$ cat src/rtl/mmio_uart_tx.sv
// mmio_uart_tx: memory-mapped 8N1 serial transmitter with an 8-entry byte FIFO
// Clock/Reset : system clock, async active-high reset
// ADDR/DOUT/W : processor bus; DATA at BASE_ADDR pushes a byte, STATUS at BASE_ADDR+1
// rdata/hit   : registered read data and address-match flag for the DIN mux
// tx          : serial output, idles high
module mmio_uart_tx #(
    parameter logic [15:0] BASE_ADDR    = 16'h3000,
    parameter int          CLKS_PER_BIT = 434,
    parameter int          FIFO_DEPTH   = 8
) (
    input  logic        Clock,
    input  logic        Reset,
    input  logic [15:0] ADDR,
    input  logic [15:0] DOUT,
    input  logic        W,
    output logic [15:0] rdata,
    output logic        hit,
    output logic        tx
);
    localparam int AW = $clog2(FIFO_DEPTH);
    localparam logic [AW:0] DEPTH = FIFO_DEPTH[AW:0];
    localparam logic [15:0] LAST = 16'(CLKS_PER_BIT - 1);
    typedef enum logic [1:0] {IDLE, START, DATA, STOP} state_t;
    state_t        state_q;
    logic [7:0]    mem_q [FIFO_DEPTH];
    logic [AW-1:0] wp_q, rp_q;
    logic [AW:0]   count_q, count_d;
    logic          ovf_q;
    logic [15:0]   cnt_q;
    logic [2:0]    idx_q;
    logic [7:0]    shift_q;
    logic          sel_data, sel_stat, full, empty, push, pop, bit_end;
    logic [15:0]   status;
    logic          unused_hi;
    assign unused_hi = ^DOUT[15:8];
    assign sel_data = ADDR == BASE_ADDR;
    assign sel_stat = ADDR == BASE_ADDR + 16'd1;
    assign full     = count_q == DEPTH;
    assign empty    = count_q == '0;
    // fullness is judged on the pre-edge count, so a same-edge pop cannot rescue a push
    assign push     = W && sel_data && !full;
    assign pop      = state_q == IDLE && !empty;
    assign count_d  = count_q + (AW+1)'(push) - (AW+1)'(pop);
    assign bit_end  = cnt_q == LAST;
    assign status   = {8'h00, 4'(count_q), ovf_q, state_q != IDLE, empty, full};
    always_ff @(posedge Clock) begin
        if (push) mem_q[wp_q] <= DOUT[7:0];
    end
    always_ff @(posedge Clock or posedge Reset) begin
        if (Reset) begin
            state_q <= IDLE;
            tx      <= 1'b1;
            rdata   <= 16'h0000;
            hit     <= 1'b0;
            wp_q    <= '0;
            rp_q    <= '0;
            count_q <= '0;
            ovf_q   <= 1'b0;
            cnt_q   <= '0;
            idx_q   <= '0;
            shift_q <= '0;
        end else begin
            hit     <= sel_data || sel_stat;
            rdata   <= sel_stat ? status : 16'h0000;
            count_q <= count_d;
            if (push) wp_q <= wp_q + AW'(1);
            if (W && sel_data && full) ovf_q <= 1'b1;
            else if (W && sel_stat && DOUT[3]) ovf_q <= 1'b0;
            cnt_q <= (state_q == IDLE || bit_end) ? '0 : cnt_q + 16'd1;
            case (state_q)
                IDLE: if (pop) begin
                    shift_q <= mem_q[rp_q];
                    rp_q    <= rp_q + AW'(1);
                    idx_q   <= '0;
                    tx      <= 1'b0;
                    state_q <= START;
                end
                START: if (bit_end) begin
                    tx      <= shift_q[0];
                    state_q <= DATA;
                end
                DATA: if (bit_end) begin
                    // tx takes the next bit from the pre-shift register, or the stop bit after bit 7
                    shift_q <= shift_q >> 1;
                    idx_q   <= idx_q + 3'd1;
                    tx      <= idx_q == 3'd7 ? 1'b1 : shift_q[1];
                    if (idx_q == 3'd7) state_q <= STOP;
                end
                STOP: if (bit_end) state_q <= IDLE;
                default: state_q <= IDLE;
            endcase
        end
    end
endmodule

$ cat config.mk
export PLATFORM = sky130hd
export DESIGN_NAME = mmio_uart_tx
export DESIGN_NICKNAME = d
export VERILOG_FILES = /design/src/rtl/mmio_uart_tx.sv
export SDC_FILE = /design/constraint.sdc
export NUM_CORES = 1
export LEC_CHECK = 0
export ABC_AREA = 1
export BUFFER_PORTS_ARGS = -buffer_cell sky130_fd_sc_hd__buf_2
export CAP_MARGIN = 20
export CORE_ASPECT_RATIO = 0.8
export CORE_MARGIN = 4
export CORE_UTILIZATION = 38
export CTS_CLUSTER_DIAMETER = 100
export DETAILED_ROUTE_END_ITERATION = 7
export PLACE_DENSITY = 0.62
export SYNTH_ARGS = -nofsm -noshare
export SYNTH_HDL_FRONTEND = slang
export SYNTH_SLANG_ARGS = --single-unit
$ cat constraint.sdc
create_clock -name Clock -period 2.75 [get_ports Clock]
set_input_delay 0.275 -clock Clock [delete_from_list [all_inputs] [get_ports Clock]]
set_output_delay 0.275 -clock Clock [all_outputs]
set_load 0.02 [all_outputs]
==> Yosys cells after proc, flatten, opt, wreduce, memory -nomap -nowiden <==
Memories as Yosys holds them, arrays and structs flattened.
Cells that the tools add are included.
{ "word_totals": {"ff_bits": 50, "ram_bits": 64, "input_bits": 35, "output_inout_bits": 18, "word_cells": 74, "memories": 1} }
{ "mem_list": {"columns": ["name", "words", "width", "rd", "rd_clocked_by_memory_dff", "write_ports", "line", "text"], "rows": [
  ["mem_q", 8, 8, 1, 0, 1, "25", "logic [7:0] mem_q [FIFO_DEPTH];"]
]} }
{ "classes": {"add_sub_neg": 6, "eq_ne": 13, "muxes": 23, "n_reduce_logical": 20} }
{ "ops": {"columns": ["cell", "n"], "rows": [
  ["$eq 16x14->1 const B", 2],
  ["$mux 8", 3],
  ["$add 16x1->16 const B", 1],
  ["$eq 16x9->1 const B", 1],
  ["$mux 16", 1],
  ["$pmux 8 s2", 1],
  ["$mux 2", 5],
  ["$ne 2x2->1 const B", 5],
  ["$add 3x1->3 const B", 3],
  ["$mux 1", 8],
  ["$pmux 2 s4", 1],
  ["$logic_and 1x1->1", 6],
  ["$mux 3", 2],
  ["$pmux 3 s2", 1],
  ["$reduce_bool 2->1", 3],
  ["$reduce_and 5->1", 1],
  ["$add 4x1->4", 1],
  ["$eq 2x2->1 const B", 2],
  ["$eq 4x4->1 const B", 1],
  ["$logic_not 4->1", 1],
  ["$reduce_and 4->1", 1],
  ["$sub 4x1->4", 1],
  ["$eq 3x3->1 const B", 1],
  ["$pmux 1 s3", 1],
  ["other kinds (7)", 9]
]} }

==> Longest topological paths before layout <==
{ "depth": {"depth_word": 5, "mapped_depth": 12} }

==> Worst setup path before layout <==
Ideal clock, no wire load.
{ "synth_path": {"path_type": "reg2reg", "start": "register count_q[2]", "end": "register count_q[2]", "arrival_time_ns": 1.879, "t_required_ns": 2.627, "path_slack_ns": 0.749, "stages_incl_launch_ff": 12, "synth_period_minus_slack_ns": 2.001, "cell_sequence": "dfrtp_1 inv_1 ha_1 nand3_1 nand2_1 inv_1 ha_1 inv_1 ha_1 inv_1 fa_1 xnor2_1"} }
{ "synth_via": {"elab_chain_cells": 5, "word_cells_on_any_way": 8, "classes_between": "2 x add/sub; 1 x eq/ne; 5 x reduce/logical"} }
{ "synth_rtl": {"columns": ["element", "line", "text"], "rows": [
  ["from (decl)", "27", "logic [AW:0] count_q, count_d;"],
  ["from (signal assigned)", "65", "count_q <= count_d;"],
  ["$eq 4x4->1", "38", "assign full = count_q == DEPTH;"],
  ["$logic_not 1->1", "41", "assign push = W && sel_data && !full;"],
  ["$logic_and 1x1->1", "41", null],
  ["$add 4x1->4", "43", "assign count_d = count_q + (AW+1)'(push) - (AW+1)'(pop);"],
  ["$sub 4x1->4 *", "43", null],
  ["via count_d[2]", "27", null]
]} }
Mark *: on every way through the listed nets, which the timed path passes. The rest lies on a longest branch.
A chain may end at the register's enable or synchronous reset.

==> Worst setup path in the final report <==
{ "layout_path": {"start": "register count_q[2]", "end": "register count_q[1]"} }
Same word-level chain as after synthesis.

==> out/metrics.csv <==
stage,metric,value,unit
outcome,outcome,"complete, no violations",
placed_design,count of buffers from port buffering,36,
logic_synthesis,number of flip-flops and latches in the synthesized netlist,114,
floorplanning,horizontal extent of the die,140,um
drt,Iteration-0 DRC Markers,240,
cts,maximum clock insertion buffer count,2,
timing,Max Clock Freq,445,MHz
setup_path,required time at the endpoint of the critical path,3.05,ns
cts,post-CTS clock slew at the launch and capture registers of the worst setup and hold paths,0.06,ns
job,maxcap violations,0,
global_routing,pin count of the biggest net entering global routing,34,
cells_and_area,Nets,657,
timing,setup slack after layout,0.500,ns
logic_synthesis,cell types occupying the most area after synthesis,"edfxtp_1 36%, dfrtp_1 23%, nand2_1 9.2%, nand3_1 5.6%, nor2_1 4.9%",
drt,average detailed-routed wire length per instance,13.8,um
floorplanning,floorplan die area,0.0160,mm^2
cells_and_area,fill cell count,1223,
setup_path,critical-path cell with the highest stage delay,fa_1,
logic_synthesis,synthesized instance count,552,
cells_and_area,share of cells above drive strength 1,0.169,
min_path,worst hold-check path type,input pin to flop,
floorplanning,number of cell rows,38,
setup_path,cell-by-cell listing of the critical path,inv_1 > ha_1 > nand3_1 > nand2_1 > inv_1 > ha_1 > inv_1 > ha_1 > inv_1 > fa_1 > inv_1,
logic_synthesis,sequential cell area fraction in the yosys report,0.595,
setup_path,worst r2r path cells,11,
logic_synthesis,number of warning messages in the yosys log,0,
cells_and_area,footprint of the multi-input gates,0.00188,mm^2
floorplanning,Boundary Pins,53,
setup_path,highest net fanout along the worst path,4,
drt,routed wire length,11000,um
drt,Routed Antenna Nets,0,
pwr,Cell Pwr Density,643,mW/mm^2
logic_synthesis,async set or reset register ratio after synthesis,0.439,
timing,worst setup skew after layout,0.0143,ns
cts,post-CTS setup buffers,0,
logic_synthesis,top post-synthesis cells by count,"131 x nand2_1, 69 x nor2_1, 64 x edfxtp_1",
logic_synthesis,library cell with the largest summed area after synthesis,edfxtp_1,
setup_path,number of buffers and inverters on the critical path,5,
setup_path,sort of element at the start of the critical path,flop,
drt,number of optimization iterations in the first detailed-route pass,5,
drt,number of design rule violations left after detail routing,0,
timing,RSZ-0062 raised after global routing,false,
timing,setup total negative slack,0,ns
timing,Max Slew Vio Count,0,
cts,number of levels in the clock H-tree,4,
floorplanning,Die H,114,um
cts,clk sink count,114,
cells_and_area,combined flip-flop and latch cell area,0.00317,mm^2
logic_synthesis,most instantiated flip-flop cell in the synthesis netlist,edfxtp_1,
timing,minimum clock period,2.25,ns
cts,buffer cell driving the clock tree root,clkbuf_16,
cells_and_area,layout overhead on the synthesized area,18.3,%
floorplanning,effective utilization at floorplan,0.391,
cts,CTS-repair resized insts,0,
setup_path,type of element capturing the critical path,flop,
timing,share of the clock period used by the worst path,0.818,
logic_synthesis,cell with the most instances after synthesis,nand2_1,
global_routing,antenna violations before repair,0,
timing,Fin. Hold Viols,0,
setup_path,data arrival time of the critical path,2.55,ns
timing,slew at the pin with the worst max-slew slack,0.601,ns
timing,setup-violating endpoint count in the final report,0,
global_routing,global-route total usage across every layer,0.147,
logic_synthesis,number of distinct library cells after synthesis,39,
logic_synthesis,average cell area after synthesis,9.67,um^2
floorplanning,Core Area,0.0136,mm^2
cts,clock tree from TritonCTS,built,
placed_design,instance area at placement,0.00572,mm^2
cts,number of clock buffers inserted by TritonCTS,17,
pwr,standby leakage power,0.00279,uW
logic_synthesis,fraction of post-synthesis cell area in the top cell type by area,0.360,
placed_design,Post-DP HPWL,7480,um
cells_and_area,final design instance area without fill,0.00631,mm^2
timing,Final Hold Slack,0.0766,ns
logic_synthesis,Post-synth EDFFs,64,
timing,worst slew margin relative to its limit,0.599,
setup_path,Crit path largest cell delay,0.48,ns
logic_synthesis,post-synth design cell area,0.00534,mm^2
drt,DR vias/cell,4.86,
drt,detailed-route via count,3870,
global_routing,GRT overflow,0,
placed_design,post-placement worst setup slack,0.436,ns
global_routing,wire length of the first global-routing pass,18700,um
cts,Clock Latency Late Sink,0.41,ns
setup_path,count of cell instances traversed by the critical path,11,
setup_path,cell with the most instances on the worst path,inv_1,
setup_path,cell family contributing the most delay on the critical path,adder cells,
cells_and_area,Antenna Diode Count,0,
setup_path,Setup CP Type,flop to flop,
pwr,peak supply drop,531,uV
placed_design,Final Wtd Congestion,0.850,
global_routing,number of global-route vias before repair,3810,
min_path,Min-Delay Path Depth,2,
## layout by cell type, fill, tap and decap left out, types with 8 or more instances in the layout
master and count:
a21oi_1 19, edfxtp_1 64, or2_2 9, inv_1 39
nand3_1 60, o21ai_1 8, o21ai_0 11, ha_1 17
dfrtp_1 49, buf_4 11, buf_2 36, nand2_1 131
clkbuf_16 17, inv_6 8, conb_1 8, nor2_1 69
## per-layer routing
metal  routed length (um)  vias up  global-route usage
met1                 5100     1838               0.196
li1                     -     1924                   -
met3                  624        7              0.0411
met4                   67        0              0.0445
met2                 5240      101               0.235
met5                    0        -                   0
## worst register-to-register path, stage by stage (launching register included)
cell     delay (ns)
dfrtp_1        0.36
inv_1          0.13
ha_1           0.17
nand3_1        0.18
nand2_1        0.16
inv_1          0.09
ha_1           0.29
inv_1          0.05
ha_1           0.15
inv_1          0.06
fa_1           0.48
inv_1          0.04
## cell type report
class                   count  share of cell area
clock buffers              17              0.0674
clock inverters            15              0.0248
inverters                  46              0.0274
flip-flops and latches    114               0.503
multi-input cells         377               0.299
repair buffers             48              0.0432
well taps                 180              0.0357
## per-stage QoR
step | total power (uW) | util | std cells
floorplan | 1910 | - | 559
global placement | 1940 | 0.419 | 764
detailed placement | 1950 | 0.419 | 764
CTS | 4100 | 0.462 | 797
global route | 4210 | 0.462 | 797
finish | 4060 | 0.462 | 797
## registers in the layout, summed over array words and instances, names as in the netlist
signal and cells:
cnt_q 16, count_q 4, hit 1, idx_q 3, mem_q 64, ovf_q 1, rdata 8, rp_q 3
shift_q 8, state_q 2, tx 1, wp_q 3
## kinds of logic (layout without fill, tap and decap cells)
logic type	count (synthesis)	after routing	share of synthesized area
AO/OA/AOI/OAI	47	47	0.0490
XOR/XNOR	11	11	0.0181
adder cells (fa/ha/maj)	18	18	0.0436
buffers and inverters	68	126	0.0568
flip-flops	114	114	0.595
other	1	8	0.000703
AND/OR/NAND/NOR	293	293	0.237
## final timing paths
path,from,to,slack (ns)
min in group asynchronous,Reset,cnt_q[9],0.50
min reg2reg,tx,tx,0.46
min,ADDR[14],hit,0.08
max,count_q[2],count_q[1],0.50
max reg2reg,count_q[2],count_q[1],0.50
max in group asynchronous,Reset,tx,1.44
## power by group
group,switching [uW],internal [uW]
combinational,65.1,32.0
clock,859,1280
sequential,3.39,1820
## repair_timing
item	CTS	global route
endpoints found under the hold margin	27	0
endpoints found under the setup margin	0	0
hold buffers	1	0
No activity file was read; power rests on OpenSTA's default activity.
